**src/rtl/param_register_file.sv**
```systemverilog
// Parameterised register file with two combinational read ports, one write port
// and a self-clearing sweep that runs after reset or on request.
module param_register_file #(
  parameter int unsigned XLEN     = 64,
  parameter int unsigned DEPTH    = 32,
  parameter int unsigned AW       = $clog2(DEPTH),
  parameter bit          ZERO_REG = 1'b1,
  parameter bit          BYPASS   = 1'b1
) (
  input  logic            clk,
  input  logic            reset,
  input  logic            clr_req,
  input  logic            wr_valid,
  output logic            wr_ready,
  input  logic [AW-1:0]   wr_addr,
  input  logic [XLEN-1:0] wr_data,
  input  logic [AW-1:0]   rs1_addr,
  input  logic [AW-1:0]   rs2_addr,
  output logic [XLEN-1:0] rs1_data,
  output logic [XLEN-1:0] rs2_data,
  output logic            busy,
  output logic            clr_done
);

  localparam logic [0:0] ST_CLEAR = 1'b0;
  localparam logic [0:0] ST_IDLE  = 1'b1;

  logic [0:0]      state_q, state_d;
  logic [AW-1:0]   ptr_q, ptr_d;
  logic            clr_done_q, clr_done_d;
  logic [XLEN-1:0] mem [DEPTH];
  logic            sweep_last_c;
  logic            wr_fire_c;
  logic            wr_commit_c;

  // An address is storable when it maps to a real register that is not hardwired.
  function automatic logic addr_ok(input logic [AW-1:0] a);
    return ({1'b0, a} < (AW+1)'(DEPTH)) && !(ZERO_REG && (a == '0));
  endfunction

  // Read path: zero while clearing or for unmapped addresses; optional forwarding.
  function automatic logic [XLEN-1:0] rd_port(input logic [AW-1:0] a);
    logic [XLEN-1:0] v;
    v = '0;
    if ((state_q == ST_IDLE) && addr_ok(a)) begin
      if (BYPASS && wr_commit_c && (wr_addr == a)) v = wr_data;
      else                                         v = mem[a];
    end
    return v;
  endfunction

  assign sweep_last_c = (ptr_q == AW'(DEPTH - 1));
  assign wr_fire_c    = wr_valid && (state_q == ST_IDLE);
  assign wr_commit_c  = wr_fire_c && addr_ok(wr_addr);

  // Next-state logic
  always_comb begin
    state_d    = state_q;
    ptr_d      = ptr_q;
    clr_done_d = 1'b0;
    case (state_q)
      ST_CLEAR: begin
        ptr_d = ptr_q + AW'(1);
        if (sweep_last_c) begin
          state_d    = ST_IDLE;
          ptr_d      = '0;
          clr_done_d = 1'b1;
        end
      end
      default: begin
        if (clr_req) begin
          state_d = ST_CLEAR;
          ptr_d   = '0;
        end
      end
    endcase
  end

  always_ff @(posedge clk or negedge reset) begin
    if (!reset) begin
      state_q    <= ST_CLEAR;
      ptr_q      <= '0;
      clr_done_q <= 1'b0;
    end else begin
      state_q    <= state_d;
      ptr_q      <= ptr_d;
      clr_done_q <= clr_done_d;
    end
  end

  // Storage array is intentionally not reset; the sweep initialises it.
  always_ff @(posedge clk) begin
    if (state_q == ST_CLEAR)  mem[ptr_q]   <= '0;
    else if (wr_commit_c)     mem[wr_addr] <= wr_data;
  end

  always_comb rs1_data = rd_port(rs1_addr);
  always_comb rs2_data = rd_port(rs2_addr);

  assign wr_ready = (state_q == ST_IDLE);
  assign busy     = (state_q == ST_CLEAR);
  assign clr_done = clr_done_q;

endmodule

```
**config.mk**
```make
export PLATFORM = sky130hd
export DESIGN_NAME = param_register_file
export DESIGN_NICKNAME = d
export VERILOG_FILES = /design/src/rtl/param_register_file.sv
export SDC_FILE = /design/constraint.sdc
export NUM_CORES = 2
export LEC_CHECK = 0
export CAP_MARGIN = 0
export CORE_AREA = 2 2 467 469
export CTS_CLUSTER_DIAMETER = 50
export DETAILED_ROUTE_END_ITERATION = 8
export DIE_AREA = 0 0 469 471
export GPL_ROUTABILITY_DRIVEN = 0
export HOLD_SLACK_MARGIN = 0.06
export SKIP_CTS_REPAIR_TIMING = 1
export SYNTH_ARGS = -nofsm -noshare
export SYNTH_HDL_FRONTEND = slang
export SYNTH_SLANG_ARGS = --single-unit
```
**constraint.sdc**
```tcl
create_clock -name clk -period 4.6 [get_ports clk]
set_input_delay 0.69 -clock clk [delete_from_list [all_inputs] [get_ports clk]]
set_output_delay 0.69 -clock clk [all_outputs]
set_load 0.05 [all_outputs]
```
==> flow_summary.json <==
{
  "outcome": "complete, but fails checks",
  "failed_checks": "negative setup slack",
  "dp_hpwl_mm": 207,
  "critical_path_class": "input pin to primary output",
  "startpoint": "wr_addr[2]",
  "clockBufferDepth": 3,
  "cts_root_buffer": "clkbuf_16",
  "ys_seq_elements": 2055,
  "power_w": 0.0515,
  "synth_cell_types": 66,
  "dp_worst_setup_slack_ps": 1.32,
  "seq_area_frac_synth": 0.637,
  "r2r-start": "wr_ready",
  "crit_top_cell": "o211ai_1",
  "synth_area_leaders": "edfxtp_1 (64%), mux4_2 (20%), mux2i_1 (5.9%)",
  "die_x_um": 469,
  "endpoint_kind": "primary output",
  "synthSimpleGateAreaFrac": 0.0293,
  "max-vdd-ir-drop_uv": 396,
  "worst_ep_required_time_ps": 3910,
  "fill_cells": 16900,
  "power.density_nw_per_um2": 453,
  "synthTopCellsByCount": "edfxtp_1 (2048), mux4_2 (863), mux2i_1 (573), clkbuf_1 (222), nor2_1 (146)",
  "antenna_found_initial": 17,
  "dieHeight_um": 471,
  "synth_area_leader_cell": "edfxtp_1",
  "cts_tree": "yes",
  "placementRows": 171,
  "drtPass1Iterations": 6,
  "cts_buffers": 224,
  "routed_wl_mm": 334,
  "cp.arrival_ps": 3960,
  "synthMuxAreaShare": 0.262,
  "fin_crit_ps": 4650,
  "start_kind": "input pin",
  "final.setup_skew_ps": 38.9,
  "fmax_mhz": 215,
  "htree_levels": 4,
  "reg2regPathDepth": 7,
  "globalRoute.totalOverflow": 0,
  "drc": 0,
  "seqCellArea_um2": 61700,
  "synth.avg_cell_area_um2": 18.9,
  "postSynth.topFlopCell": "edfxtp_1",
  "path_buf_inv": 3,
  "yosys.area.top_type_share": 0.635,
  "crit_path_cell_trace": "clkdlybuf4s50_1 -> or4_4 -> o211ai_1 -> o211ai_1 -> buf_12 -> a211oi_1 -> a211o_1 -> buf_4",
  "max_stage_delay_ps": 730,
  "drv_cap": 0,
  "postSynthNetCount": 5211,
  "syn_to_final_growth_pct": 17.5,
  "synth_edf_count": 2048,
  "r2r-end": "mem[27][18]",
  "die-area_um2": 221000,
  "slew_headroom": 0.173,
  "hold_violations": 0,
  "synth_top_family_by_area": "multiplexers",
  "final_antenna_net_count": 0,
  "grt_pass1_wl_mm": 464,
  "ys_warn_count": 0,
  "finalMaxSlewViolations": 0,
  "setup_viol": 1,
  "r2r_slack_ps": 1430,
  "final_area_um2": 114000,
  "syn-instance-count": 5126,
  "layout-drive-gt1-share": 0.316,
  "clkSinkCount": 2055,
  "crit_family": "compound AO/OA/AOI/OAI gates",
  "yosysMostFrequentCell": "edfxtp_1",
  "rsz0062_at_grt": "no",
  "grt_usage": 0.301,
  "io_buffers": 213,
  "total_leakage_power_nw": 38.4,
  "coreArea_um2": 216000,
  "clk_latency_ps": 880,
  "max_slew.worst_pin.slew_ps": 1230,
  "worstPathMaxFanout": 26,
  "synth-adder-area-share": 0.000258,
  "initialDrtViolationCount": 7307,
  "multi_input_area_um2": 33500,
  "grt_max_degree": 82,
  "clk_pin_slew_worst_paths_ps": 60,
  "async_flop_share": 0.00341,
  "syn_area_um2": 96800,
  "synth_xor_area_frac": 0.00109,
  "synth_compound_area_frac": 0.0495,
  "setup_ws_ps": -46.3,
  "nets": 5677,
  "grt_pass1_vias": 58400,
  "wire_per_inst_um": 38.6,
  "post-route-period-util": 1.01,
  "io_pins": 214,
  "via_per_inst": 6.81,
  "start_util": 0.448,
  "vias": 58800,
  "place_area_um2": 107000,
  "min_path_type": "input pin to async pin",
  "crit_path_top_delay_cell": "a211oi_1",
  "timing.setup.tns_ps": -46.3
}
-- where the power goes --
part	switching (W)	leakage, nW	internal (W)
sequential	0.000772	19.2	0.0230
clock	0.00766	3.50	0.0101
combinational	0.00637	15.8	0.00361
total	0.0148	38.4	0.0367
-- how the worst max path moves through the flow --
stage | endpoint | slack (ps) | cells after the start
floorplan | mem[9][0] | -780 | 6
global placement | rs1_data[48] | -50 | 8
detailed placement | rs1_data[48] | 1 | 8
CTS | rs1_data[48] | -5 | 8
global route | rs1_data[48] | 10 | 8
finish | rs1_data[48] | -50 | 8
-- through the flow --
stage               cells  hold slack [ps]  utilization
finish               8641              189        0.527
global placement     8220              585        0.493
floorplan            5126              394            -
CTS                  8631              174        0.527
global route         8639              187        0.527
detailed placement   8220              598        0.493
-- state kept, by name, summed over array words and instances (netlist names) --
signal,flops
ptr_q,5
wr_ready,1
clr_done,1
mem,2048
-- cells by family after synthesis --
group / count (synthesis)
adder cells (fa/ha/maj): 2
flip-flops: 2055
buffers and inverters: 430
multiplexers: 1456
AO/OA/AOI/OAI: 635
XOR/XNOR: 12
AND/OR/NAND/NOR: 536
-- metal layers --
| metal | GRT usage | vias to the layer above | wire length (µm) |
|---|---|---|---|
| li1 | - | 23000 | - |
| met1 | 0.404 | 31900 | 126000 |
| met2 | 0.479 | 3219 | 160000 |
| met3 | 0.0510 | 706 | 29200 |
| met4 | 0.144 | 4 | 18500 |
| met5 | 0 | - | 27 |
-- layout make-up --
type                    instances  area share
inverters                      16    0.000528
clock inverters               141      0.0125
clock buffers                 270      0.0510
multi-input cells            2641       0.294
diodes                         10    0.000220
flip-flops and latches       2055       0.542
repair buffers                654      0.0682
well taps                    2854      0.0314
-- cell usage in the layout, fill, tap and decap left out, types with 33 or more instances in the layout --
| cell type | n |
|---|---|
| clkbuf_1 | 45 |
| nor2b_1 | 120 |
| o21ai_0 | 37 |
| clkinv_1 | 42 |
| nand2_1 | 52 |
| buf_4 | 362 |
| clkinv_2 | 37 |
| a22oi_1 | 74 |
| nor3_1 | 36 |
| mux4_2 | 863 |
| a211oi_1 | 121 |
| mux2i_1 | 573 |
| a211o_1 | 58 |
| clkbuf_16 | 225 |
| a32o_1 | 55 |
| nor4_1 | 37 |
| and2_1 | 67 |
| nor2_1 | 113 |
| o22ai_1 | 104 |
| clkdlybuf4s50_1 | 76 |
| buf_12 | 208 |
| o21bai_1 | 34 |
| o221ai_1 | 33 |
| edfxtp_1 | 2048 |
Note: power is estimated with default switching activity, not from simulation.
